## src/rtl/pipeline_hazard_ctrl.sv

```systemverilog
// Hazard and sequencing controller for the 5-stage pipeline: load-use
// stalls, branch/jump redirects, memory-busy freeze and lost-cycle counters.
module pipeline_hazard_ctrl #(
  parameter int REG_AW = 5,
  parameter int CNT_W  = 16
) (
  input  logic              clk,
  input  logic              reset,
  input  logic              id_valid,
  input  logic              id_isRtype,
  input  logic              id_isItype,
  input  logic              id_isLw,
  input  logic              id_isStype,
  input  logic              id_isbranch,
  input  logic              id_isjump,
  input  logic [REG_AW-1:0] id_rs1,
  input  logic [REG_AW-1:0] id_rs2,
  input  logic [REG_AW-1:0] id_rd,
  input  logic              ex_taken,
  input  logic              mem_busy,
  output logic              freeze,
  output logic              stall_if,
  output logic              stall_id,
  output logic              bubble_ex,
  output logic              flush_if,
  output logic [1:0]        pc_sel,
  output logic [CNT_W-1:0]  stall_cnt,
  output logic [CNT_W-1:0]  flush_cnt
);

  localparam logic [1:0] PC_SEQ = 2'b00;
  localparam logic [1:0] PC_BR  = 2'b01;
  localparam logic [1:0] PC_JMP = 2'b10;

  // MEM-stage producers are always forwarded, so only EX is tracked.
  logic              ex_v_q, ex_v_d;
  logic              ex_ld_q, ex_ld_d;
  logic              ex_br_q, ex_br_d;
  logic [REG_AW-1:0] ex_rd_q, ex_rd_d;
  logic [CNT_W-1:0]  stall_cnt_q, stall_cnt_d;
  logic [CNT_W-1:0]  flush_cnt_q, flush_cnt_d;

  logic use1, use2, hit1, hit2;
  logic load_use, br_taken, jump;
  logic inc_stall, inc_flush;

  assign use1 = id_isRtype | id_isItype | id_isLw
              | id_isStype | id_isbranch;
  assign use2 = id_isRtype | id_isStype | id_isbranch;
  assign hit1 = use1 && (id_rs1 == ex_rd_q);
  assign hit2 = use2 && (id_rs2 == ex_rd_q);

  assign load_use = id_valid && ex_v_q && ex_ld_q
                 && (ex_rd_q != '0) && (hit1 || hit2);
  assign br_taken = ex_v_q && ex_br_q && ex_taken;
  assign jump     = id_valid && id_isjump;

  always_comb begin
    freeze    = 1'b0;
    stall_if  = 1'b0;
    stall_id  = 1'b0;
    bubble_ex = 1'b0;
    flush_if  = 1'b0;
    pc_sel    = PC_SEQ;
    inc_stall = 1'b0;
    inc_flush = 1'b0;
    if (mem_busy) begin
      freeze   = 1'b1;
      stall_if = 1'b1;
      stall_id = 1'b1;
    end else if (br_taken) begin
      pc_sel    = PC_BR;
      flush_if  = 1'b1;
      bubble_ex = 1'b1;
      inc_flush = 1'b1;
    end else if (load_use) begin
      stall_if  = 1'b1;
      stall_id  = 1'b1;
      bubble_ex = 1'b1;
      inc_stall = 1'b1;
    end else if (jump) begin
      pc_sel   = PC_JMP;
      flush_if = 1'b1;
    end
  end

  always_comb begin
    ex_v_d  = bubble_ex ? 1'b0 : id_valid;
    ex_ld_d = bubble_ex ? 1'b0 : id_isLw;
    ex_br_d = bubble_ex ? 1'b0 : id_isbranch;
    ex_rd_d = bubble_ex ? '0 : id_rd;
    stall_cnt_d = stall_cnt_q;
    flush_cnt_d = flush_cnt_q;
    if (inc_stall && (stall_cnt_q != {CNT_W{1'b1}}))
      stall_cnt_d = stall_cnt_q + CNT_W'(1);
    if (inc_flush && (flush_cnt_q != {CNT_W{1'b1}}))
      flush_cnt_d = flush_cnt_q + CNT_W'(1);
  end

  always_ff @(posedge clk or posedge reset) begin
    if (reset) begin
      ex_v_q      <= 1'b0;
      ex_ld_q     <= 1'b0;
      ex_br_q     <= 1'b0;
      ex_rd_q     <= '0;
      stall_cnt_q <= '0;
      flush_cnt_q <= '0;
    end else if (!freeze) begin
      ex_v_q      <= ex_v_d;
      ex_ld_q     <= ex_ld_d;
      ex_br_q     <= ex_br_d;
      ex_rd_q     <= ex_rd_d;
      stall_cnt_q <= stall_cnt_d;
      flush_cnt_q <= flush_cnt_d;
    end
  end

  assign stall_cnt = stall_cnt_q;
  assign flush_cnt = flush_cnt_q;

endmodule
```

## config.mk

```make
export PLATFORM = sky130hd
export DESIGN_NAME = pipeline_hazard_ctrl
export DESIGN_NICKNAME = d
export VERILOG_FILES = /design/src/rtl/pipeline_hazard_ctrl.sv
export SDC_FILE = /design/constraint.sdc
export NUM_CORES = 1
export LEC_CHECK = 0
export BUFFER_PORTS_ARGS = -buffer_cell sky130_fd_sc_hd__clkbuf_2
export CORE_MARGIN = 10
export CORE_UTILIZATION = 32
export CTS_CLUSTER_DIAMETER = 150
export CTS_CLUSTER_SIZE = 8
export DETAILED_ROUTE_END_ITERATION = 8
export GPL_ROUTABILITY_DRIVEN = 0
export GPL_TIMING_DRIVEN = 0
export PLACE_DENSITY = 0.52
export SLEW_MARGIN = 20
export SYNTH_ARGS = -nofsm -noshare
export SYNTH_HDL_FRONTEND = slang
export SYNTH_SLANG_ARGS = --single-unit
```

## constraint.sdc

```tcl
create_clock -name clk -period 3.34 [get_ports clk]
set_clock_uncertainty 0.15 [all_clocks]
set_input_delay 0.668 -clock clk [delete_from_list [all_inputs] [get_ports clk]]
set_output_delay 0.668 -clock clk [all_outputs]
set_load 0.02 [all_outputs]
```

== Word-level counts from Yosys, hierarchy flattened ==
Index checks and enable logic that the tools add are counted.

* Flip-flop bits (word level): 40
* Bits of input ports: 26
* Output and inout port bits: 39
* Word-level logic and storage cells: 55

* Add/subtract/negate cells: 2
* Equality and inequality tests: 4
* Mux-type cells: 21
* Bitwise logic cells: 7
* Reductions and logical operators: 15

{| class="wikitable"
|+ Operator list
! cell !! count
|-
| adder 16 x 1 -> 16 bit, second input constant || 2
|-
| inequality test 16 bit, second input constant || 2
|-
| 2-to-1 mux 1 bit || 16
|-
| logical AND 1 bit || 11
|-
| equality test 5 bit || 2
|-
| 2-to-1 mux 2 bit || 4
|-
| bitwise OR 1 bit || 6
|-
| 2-to-1 mux 5 bit || 1
|-
| nonzero test 5 bit || 1
|-
| AND reduction 2 bit || 2
|-
| logical OR 1 bit || 1
|-
| inverter 1 bit || 1
|}

== Logic depth before layout (Yosys ltp) ==
Gate-level depths: netlist of run 1.

* Word-level depth: 12
* Depth in mapped cells: 9
* Depth with buffers taken out: 7

== Least setup slack after synthesis of run 1 ==
OpenSTA, ideal clock, no wires.

* Path kind: input to output
* Start point: input port id_isRtype
* End point: output port pc_sel[1]
* Data arrival time: 2.175 ns
* Required time: 2.522 ns
* Path slack: 0.347 ns
* Cell stages on the path: 6
* Buffers on the path: 0
* Cell sequence: nor3_1 > a2111oi_4 > a22oi_2 > nor2_4 > nor3b_4 > and3_1

* Word-level cells in the longest chain between the ends: 10
* Elaborated cells between the ends (all ways): 13
* Classes of those cells: 3 x mux; 6 x bitwise; 4 x reduce/logical

{| class="wikitable"
|+ RTL lines
! element !! RTL line !! source
|-
| from (decl) || 10 || <nowiki>input logic id_isRtype,</nowiki>
|-
| bitwise OR 1 bit (2 in series) || 47 || <nowiki>assign use1 = id_isRtype | id_isItype | id_isLw</nowiki>
|-
| bitwise OR 1 bit (2 in series) || 48 || <nowiki>| id_isStype | id_isbranch;</nowiki>
|-
| logical AND 1 bit || 50 || <nowiki>assign hit1 = use1 && (id_rs1 == ex_rd_q);</nowiki>
|-
| logical OR 1 bit (*) || 54 || <nowiki>&& (ex_rd_q != '0) && (hit1 || hit2);</nowiki>
|-
| logical AND 1 bit (*) || 54 ||
|-
| 2-to-1 mux 2 bit (*) || 76 || <nowiki>end else if (load_use) begin</nowiki>
|-
| 2-to-1 mux 2 bit (*) || 71 || <nowiki>end else if (br_taken) begin</nowiki>
|-
| 2-to-1 mux 2 bit (*) || 67 || <nowiki>if (mem_busy) begin</nowiki>
|-
| to (decl) || 26 || <nowiki>output logic [1:0] pc_sel,</nowiki>
|}

Every way passes the cells marked *; elsewhere a longest branch is shown, timed or not.

== Final worst setup path of run 1 ==
* Start point: register ex_rd_q[4]
* End point: output port pc_sel[1]

* Word-level cells in the longest chain between the ends: 7
* Elaborated cells between the ends (all ways): 11
* Classes of those cells: 2 x eq/ne; 3 x mux; 6 x reduce/logical

{| class="wikitable"
|+ RTL lines
! element !! RTL line !! source
|-
| from (decl) || 39 || <nowiki>logic [REG_AW-1:0] ex_rd_q, ex_rd_d;</nowiki>
|-
| from (signal assigned) || 112 || <nowiki>ex_rd_q <= ex_rd_d;</nowiki>
|-
| equality test 5 bit (on tied branches) || 50, 51 ||
|-
| logical AND 1 bit (on tied branches) || 50, 51 ||
|-
| logical OR 1 bit || 54 ||
|-
| logical AND 1 bit (*) || 54 ||
|-
| 2-to-1 mux 2 bit (*) || 76 ||
|-
| 2-to-1 mux 2 bit (*) || 71 ||
|-
| 2-to-1 mux 2 bit (*) || 67 ||
|}

Marks and branches as above.

==> results of run 1 <==
-- routing by layer --
layer | wire length, um | vias to the layer above | share of wire, %
met1 | 2180 | 759 | 45
met3 | 255 | 2 | 5.2
met5 | 0 | - | 0
li1 | - | 786 | -
met2 | 2430 | 33 | 50
met4 | 22 | 0 | 0.45
-- state kept, by name (all words and copies together), names as in the netlist --
| signal | count |
|---|---|
| ex_ld_q | 1 |
| stall_cnt | 16 |
| ex_v_q | 1 |
| flush_cnt | 16 |
| ex_br_q | 1 |
| ex_rd_q | 5 |
-- layout make-up --
class | instances | share of cell area, %
buffer | 7 | 1.64
clock buffer | 6 | 3.18
clock inverter | 2 | 0.386
inverter | 8 | 1.16
multi-input combinational | 127 | 37.2
sequential | 40 | 38.6
tap | 75 | 3.62
timing repair buffer | 69 | 14.3
-- power by group --
| part | internal [W] | switching, W | total [W] |
|---|---|---|---|
| clock network | 0.000165 | 0.000163 | 0.000328 |
| registers | 0.000515 | 0.0000380 | 0.000553 |
| logic | 0.0000801 | 0.0000995 | 0.000180 |
-- through the flow --
step | instance area (sq um) | utilization, % | hold WS, ps | cells
after floorplan | 2020 | - | 329 | 182
after global placement | 2440 | 40.4 | 335 | 321
after detailed placement | 2460 | 40.8 | 340 | 322
after CTS | 2550 | 42.4 | 189 | 330
after global routing | 2590 | 43.1 | 199 | 334
final | 2590 | 43.1 | 185 | 334
-- critical path, delay by kind of cell, from the launching register on --
family | cells | cell delay [ps]
AND/OR/NAND/NOR | 4 | 1190
AO/OA/AOI/OAI | 1 | 280
flip-flops | 1 | 440
buffers and inverters | 1 | 170
-- how the worst min path moves through the flow --
stage / slack [ps] / cells after the start / to / start
after floorplan: 330 / 1 / ex_br_q / ex_br_q
after CTS: 190 / 2 / flush_cnt[11] / reset
final: 190 / 2 / flush_cnt[11] / reset
after global placement: 340 / 1 / flush_cnt[9] / flush_cnt[9]
after detailed placement: 340 / 1 / stall_cnt[15] / stall_cnt[15]
after global routing: 200 / 2 / flush_cnt[11] / reset
-- logic make-up (layout without fill, tap and decap cells) --
family | after synthesis | count (layout) | share of synthesized area, %
fa+ha+maj | 2 | 2 | 1.24
mux | 2 | 2 | 1.11
simple gates | 68 | 68 | 19.7
buf+inv | 15 | 92 | 3.59
flops | 40 | 40 | 49.5
compound gates | 15 | 15 | 7.55
xor+xnor | 40 | 40 | 17.3
-- layout by cell type, fill, tap and decap left out, drive strengths merged, types with 9 or more instances in the layout --
cell type   n
nand3      16
and3        9
buf        10
clkbuf     72
xor2       17
dfrtp      40
xnor2      23
nor2       12
nand2       9
-- what timing repair did --
| item | in CTS | in global routing |
|---|---|---|
| pin swaps | 0 | 1 |
| setup buffers | 0 | 4 |
| gates cloned | 0 | 0 |
| resized for setup | 1 | 1 |
| setup endpoints to repair | 1 | 1 |
==> impl_metrics.tcl, run 1 <==
set metrics [dict create \
    core_area_sq_um 6030 \
    hpwl_um 3930 \
    clk_latency_ps 290 \
    wl_per_cell_um 14.6 \
    relSlewSlack_pct 66.8 \
    synth_edf_count 0 \
    criticalPathCategory "flip-flop to primary output" \
    grt_pass1_wl_um 8410 \
    synth_area_sq_um 2020 \
    syn_avg_cell_area_sq_um 11.1 \
    antenna_found_initial 0 \
    grt_max_degree 26 \
    clock_path_buffers 2 \
    grt_pass1_vias 1733 \
    drv_slew 0 \
    drv_cap 0 \
    tightest_slew_ps 494 \
    start_kind "flip-flop" \
    numCtsBuffers 5 \
    vias 1580 \
    ys_ff_latch 40 \
    ys_types 30 \
    crit_fanout 6 \
    syn_to_final_growth_pct 28.3 \
    max-vdd-ir-drop_mv 0.256 \
    busiest_layer "met2" \
    overflow 0 \
    r2r-end "stall_cnt[8]" \
    startpoint "ex_rd_q[4]" \
    finalCritPeriodShare_pct 94.9 \
    fin_setup_tns_ps 0 \
    drc 0 \
    fp.dieArea_sq_um 9900 \
    r2r_slack_ps 990 \
    p_per_area_nw_per_um2 409 \
    setup_ws_ps 170 \
    met1_usage_pct 12.5 \
    setup_viol 0 \
    async_flop_share_pct 100 \
    netlist.area_leader.share_pct 49.5 \
    max_freq_mhz 315 \
    met2_usage_pct 16.6 \
    synth_nets 210 \
    cts.sinks 40 \
    wl_um 4890 \
    yosys-top-cells-area "dfrtp_1 (50%), xnor2_1 (10%), xor2_1 (7.4%)" \
    endpoint "pc_sel[1]" \
    ant_nets 0 \
    ys_seq_area_share_pct 49.5 \
    dp_slack_ps -30.7 \
    endpoint_kind "primary output" \
    htree_levels 2 \
    cts_tree "done" \
    drive_gt1_share_pct 36.3 \
    cpPeakStageDelay_ps 570 \
    drtPass1Iterations 4 \
    finalPower_w 0.00106 \
    yosysTopAreaCell "dfrtp_1" \
    r2r-start "stall_cnt[0]" \
    path_cells "or4_4 -> o2111ai_4 -> nor2_4 -> nor3b_4 -> and3_1 -> clkbuf_2" \
    num_antenna_cells 0 \
    die_w_um 99.5 \
    rows 28 \
    globalRouteTotalUtil_pct 10.3 \
    start_util_pct 33.6 \
    drtIter0Drc 48 \
    fin_crit_ps 3170 \
    hp-class "input pin to async pin" \
    post-synth-top-count-cell "dfrtp_1" \
    die_h_um 99.5 \
    cp_slowest_cell "or4_4" \
    outcome "finished, final reports clean" \
    synth.top_cells.by_count "dfrtp_1 (40), xnor2_1 (23), xor2_1 (17)" \
    critPathArrivalTime_ps 2350 \
    nNetsFinal 286 \
    worstPathRequired_ps 2520 \
    cts.clk_slew.worst_paths_ps 80 \
    final_hold_viol_count 0 \
    cts_root_buffer "clkbuf_8" \
    yosysWarnings 0 \
    fillers 609 \
    multi_input_area_sq_um 965 \
    io_pins 65 \
    cts_hold_buf 0 \
    rsz0062_at_grt "no" \
    synth_ff_type "dfrtp_1" \
    globalRouteMet3Util_pct 3.67 \
    netlist_instances 182 \
    vias_per_cell 4.73 \
    r2r_cells 9 \
    power.leakage_nw 1.35 \
    regArea_sq_um 1000 \
    io_buffers 64 \
]
Power figures use the tool's default switching activity.
==> run 2: changes to the inputs <==
- CELL_PAD_IN_SITES_DETAIL_PLACEMENT: unset -> 1
- CELL_PAD_IN_SITES_GLOBAL_PLACEMENT: unset -> 1
- PLACE_DENSITY: 0.52 -> 0.65
==> run 2 against run 1 <==
Sequential share of layout area grew 0.26 points. Register-to-register slack lost 50 ps. Routed wire length grew 6.4%. Non-clock buffer count shrank 2. Clock power about the same. First-iteration DRC count up 4.2%. Final cell count shrank 0.60%. Critical endpoint unchanged. Largest cell class unchanged.
==> impl_metrics.tcl, run 2 (synthesis results as in run 1) <==
set metrics [dict create \
    outcome "finished, final reports clean" \
    drive_gt1_share_pct 35.0 \
    wl_per_cell_um 15.7 \
    overflow 0 \
    vias_per_cell 4.94 \
    routed-wl-met3_um 327 \
    cts_tree "done" \
    num_antenna_cells 0 \
    nNetsFinal 284 \
    grt_max_degree 32 \
    cp_slowest_cell "or4_4" \
    die_h_um 99.5 \
    final_hold_viol_count 0 \
    drv_slew 0 \
    worstPathRequired_ps 2520 \
    start_kind "flip-flop" \
    power.leakage_nw 1.33 \
    htree_levels 2 \
    met1Wirelength_um 2220 \
    fp.dieArea_sq_um 9900 \
    crit_fanout 8 \
    ant_nets 0 \
    stdcell_count 332 \
    max_freq_mhz 312 \
    fin_util_pct 42.8 \
    die_w_um 99.5 \
    finalCritPeriodShare_pct 96.1 \
    detailed_place.area_sq_um 2460 \
    drtPass1Iterations 4 \
    antenna_found_initial 0 \
    io_buffers 64 \
    cts.sinks 40 \
    core_area_sq_um 6030 \
    cts_root_buffer "clkbuf_8" \
    rsz0062_at_grt "no" \
    cts.clk_slew.worst_paths_ps 70 \
    endpoint_kind "primary output" \
    fin_crit_ps 3210 \
    vias 1639 \
    io_pins 65 \
    drtIter0Drc 50 \
    hpwl_um 4170 \
    criticalPathCategory "flip-flop to primary output" \
    grt_pass1_wl_um 8640 \
    top_layer_used "met4" \
    p_per_area_nw_per_um2 411 \
    start_util_pct 33.6 \
    cpPeakStageDelay_ps 570 \
    final_cell_mix "clkbuf_2 (64), dfrtp_1 (40), xnor2_1 (23), xor2_1 (17), nand3_1 (16)" \
    tightest_slew_ps 530 \
    wl_met2_um 2630 \
    critPathArrivalTime_ps 2390 \
    max-vdd-ir-drop_mv 0.242 \
    stdcell_area_sq_um 2580 \
    syn_to_final_growth_pct 27.5 \
    r2r_cells 9 \
    setup_viol 0 \
    dp_cells 322 \
    drv_cap 0 \
    globalRouteTotalUtil_pct 10.5 \
    numCtsBuffers 5 \
    rows 28 \
    cts_hold_buf 0 \
    r2r_slack_ps 940 \
    hp-class "input pin to async pin" \
    relSlewSlack_pct 64.4 \
    clock_path_buffers 2 \
    grt_pass1_vias 1722 \
    drc 0 \
    path_cells "or4_4 -> o2111ai_4 -> nor2_4 -> nor3b_4 -> buf_4 -> and3_1 -> clkbuf_2" \
    wl_um 5200 \
    clk_latency_ps 280 \
    final_common_cell "clkbuf_2" \
]
-- run 2: critical path, delay by kind of cell, from the launching register on --
| kind | cells | cell delay (ps) |
|---|---|---|
| flops | 1 | 430 |
| simple gates | 4 | 1040 |
| compound gates | 1 | 280 |
| buf+inv | 2 | 350 |
-- run 2: layout make-up --
| type | count | area, sq um |
|---|---|---|
| sequential | 40 | 1000 |
| fill | 693 | 3450 |
| buffer | 7 | 42.5 |
| clock buffer | 8 | 90.1 |
| timing repair buffer | 67 | 355 |
| tap | 75 | 93.8 |
| multi-input combinational | 127 | 965 |
| inverter | 8 | 30.0 |
-- run 2: final timing paths --
kind,startpoint,endpoint
worst min register to register,stall_cnt[7],stall_cnt[7]
worst max register to register,stall_cnt[0],stall_cnt[10]
min in group clk,stall_cnt[7],stall_cnt[7]
max in group asynchronous,reset,flush_cnt[7]
worst min-delay path,reset,flush_cnt[9]
worst max-delay path,ex_rd_q[4],pc_sel[1]
-- run 2: where the power goes --
part	internal (W)	total (W)	switching, W
registers	0.000515	0.000554	0.0000393
clock network	0.000169	0.000327	0.000159
logic	0.0000781	0.000177	0.0000994
total	0.000761	0.00106	0.000297
-- run 2: routing by layer --
metal,vias up,track usage [%]
met3,2,3.88
li1,782,-
met4,0,2.32
met2,40,17.2
met5,-,0
met1,815,12.9
-- run 2: repair_timing --
| action | CTS | global route |
|---|---|---|
| setup endpoints to repair | 1 | 1 |
| pin swaps | 0 | 1 |
| resized for setup | 1 | 1 |
| buffers inserted | 0 | 2 |
| hold endpoints to repair | 0 | 0 |
-- run 2: through the flow --
stage / setup slack, ps / total power [W] / TNS, ps / hold slack, ps
after CTS: 10.8 / 0.00107 / 0 / 132
after floorplan: 347 / 0.000668 / 0 / 329
after global routing: 3.76 / 0.00113 / 0 / 139
final: 131 / 0.00106 / 0 / 134
after global placement: -7.22 / 0.000733 / -7.22 / 335
after detailed placement: -24.0 / 0.000740 / -24.0 / 345
==> run 3: changes to the inputs <==
- SETUP_SLACK_MARGIN: unset -> 0.3
==> run 3 against run 2 <==
Power grew 0.94%. Clock power is essentially flat. Design area grew 2.1%. Fmax grew 10%. Setup slack gained 290 ps. Routed wire length grew 2.1%. Clock-buffer cell count is the same. Sequential power is essentially flat. Die area is the same.
==> impl_metrics.tcl, run 3 (synthesis results as in run 1) <==
set metrics [dict create \
    outcome "finished, final reports clean" \
    syn_to_final_growth_pct 30.2 \
    vias_per_cell 4.90 \
    switchingPower_w 0.000300 \
    grt_pass1_vias 1753 \
    globalRouteTotalUtil_pct 10.7 \
    final_hold_viol_count 0 \
    final_cell_mix "clkbuf_2 (63), dfrtp_1 (38), xnor2_1 (23), xor2_1 (17), nand3_1 (16)" \
    drive_gt1_share_pct 37.5 \
    start_util_pct 33.6 \
    regArea_sq_um 1000 \
    finalPower_w 0.00107 \
    fillers 695 \
    r2r-start "stall_cnt[0]" \
    worstPathRequired_ps 2520 \
    cts.sinks 40 \
    combPwrFrac_pct 17.7 \
    switching_share_pct 28.1 \
    num_antenna_cells 0 \
    detailed_place.area_sq_um 2460 \
    grt_max_degree 32 \
    start_kind "flip-flop" \
    rsz0062_at_grt "no" \
    htree_levels 2 \
    vias 1661 \
    hpwl_um 4170 \
    final_common_cell "clkbuf_2" \
    die_w_um 99.5 \
    io_buffers 64 \
    r2r_cells 9 \
    internal_power_w 0.000769 \
    critPathArrivalTime_ps 2100 \
    p_per_area_nw_per_um2 406 \
    overflow 0 \
    setup_ws_ps 422 \
    startpoint "ex_rd_q[4]" \
    dp_slack_ps -24.0 \
    hp-class "input pin to async pin" \
    power.leakage_nw 1.36 \
    die_h_um 99.5 \
    drtPass1Iterations 4 \
    nNetsFinal 291 \
    power_frac_clock_pct 30.7 \
    fp.dieArea_sq_um 9900 \
    ant_nets 0 \
    setup_viol 0 \
    numCtsBuffers 5 \
    r2r_slack_ps 910 \
    crit_fanout 4 \
    endpoint_kind "primary output" \
    drtIter0Drc 55 \
    hold_slack_ps 135 \
    stdcell_area_sq_um 2630 \
    drv_cap 0 \
    wl_um 5310 \
    antenna_found_initial 0 \
    finalCritPeriodShare_pct 87.4 \
    clock_path_buffers 2 \
    tightest_slew_ps 530 \
    relSlewSlack_pct 64.4 \
    multi_input_area_sq_um 965 \
    max_freq_mhz 343 \
    criticalPathCategory "flip-flop to primary output" \
    r2r-end "stall_cnt[10]" \
    max-vdd-ir-drop_mv 0.242 \
    cts_root_buffer "clkbuf_8" \
    cts_tree "done" \
    rows 28 \
    fin_crit_ps 2920 \
    cts.clk_slew.worst_paths_ps 80 \
    drc 0 \
    wl_per_cell_um 15.7 \
    core_area_sq_um 6030 \
    io_pins 65 \
    grt_pass1_wl_um 8770 \
    clk_latency_ps 280 \
    power_frac_seq_pct 51.7 \
    drv_slew 0 \
]
==> run 3: worst max-delay path: stages (launching register included) <==
cell and delay, ps:
dfrtp_1 400, or4_4 550, o2111ai_4 230, nor2_4 90, nor3b_4 200, and3_1 180
buf_2 170
==> run 3: cell type report <==
type                       instances  area share (%)
inverter                           8            1.14
tap                               75            3.56
timing repair buffer              74            15.5
clock buffer                       8            3.42
sequential                        40            38.1
buffer                             7            1.62
multi-input combinational        127            36.6
==> run 3: worst max path at each step <==
| stage | endpoint | slack [ps] | cells after the start |
|---|---|---|---|
| after floorplan | pc_sel[1] | 350 | 6 |
| after global placement | pc_sel[1] | -7 | 8 |
| after detailed placement | pc_sel[1] | -20 | 8 |
| after CTS | pc_sel[1] | 300 | 6 |
| after global routing | stall_if | 320 | 8 |
| final | pc_sel[1] | 420 | 6 |
==> run 3: routing by layer <==
metal	vias to the layer above	track usage (%)	share of wire, %
met3	2	3.88	5.7
met4	0	2.32	0.32
met2	36	17.4	51
li1	797	-	-
met1	826	13.2	43
met5	-	0	0
==> run 3: power groups by stage <==
stage / Combinational (W) / Sequential [W] / Clock [W]
after floorplan: 0.0000870 / 0.000581 / 0
final: 0.000189 / 0.000552 / 0.000328
after detailed placement: 0.000178 / 0.000562 / 0
after global routing: 0.000210 / 0.000560 / 0.000366
after global placement: 0.000172 / 0.000562 / 0
after CTS: 0.000184 / 0.000554 / 0.000340
==> run 3: per-stage QoR <==
stage	cells	TNS, ps	utilization (%)
2_1_floorplan	182	0	-
3_3_place_gp	321	-7.22	40.4
3_5_place_dp	322	-24.0	40.8
4_1_cts	333	0	42.9
5_1_grt	339	0	43.7
6_report	339	0	43.7
==> run 3: repair_timing <==
| action | CTS | global route |
|---|---|---|
| buffers inserted | 3 | 6 |
| pin swaps | 2 | 4 |
| resized for setup | 2 | 3 |
| cloned | 0 | 0 |
| hold buffers | 0 | 0 |
| endpoints found under the setup margin | 2 | 4 |
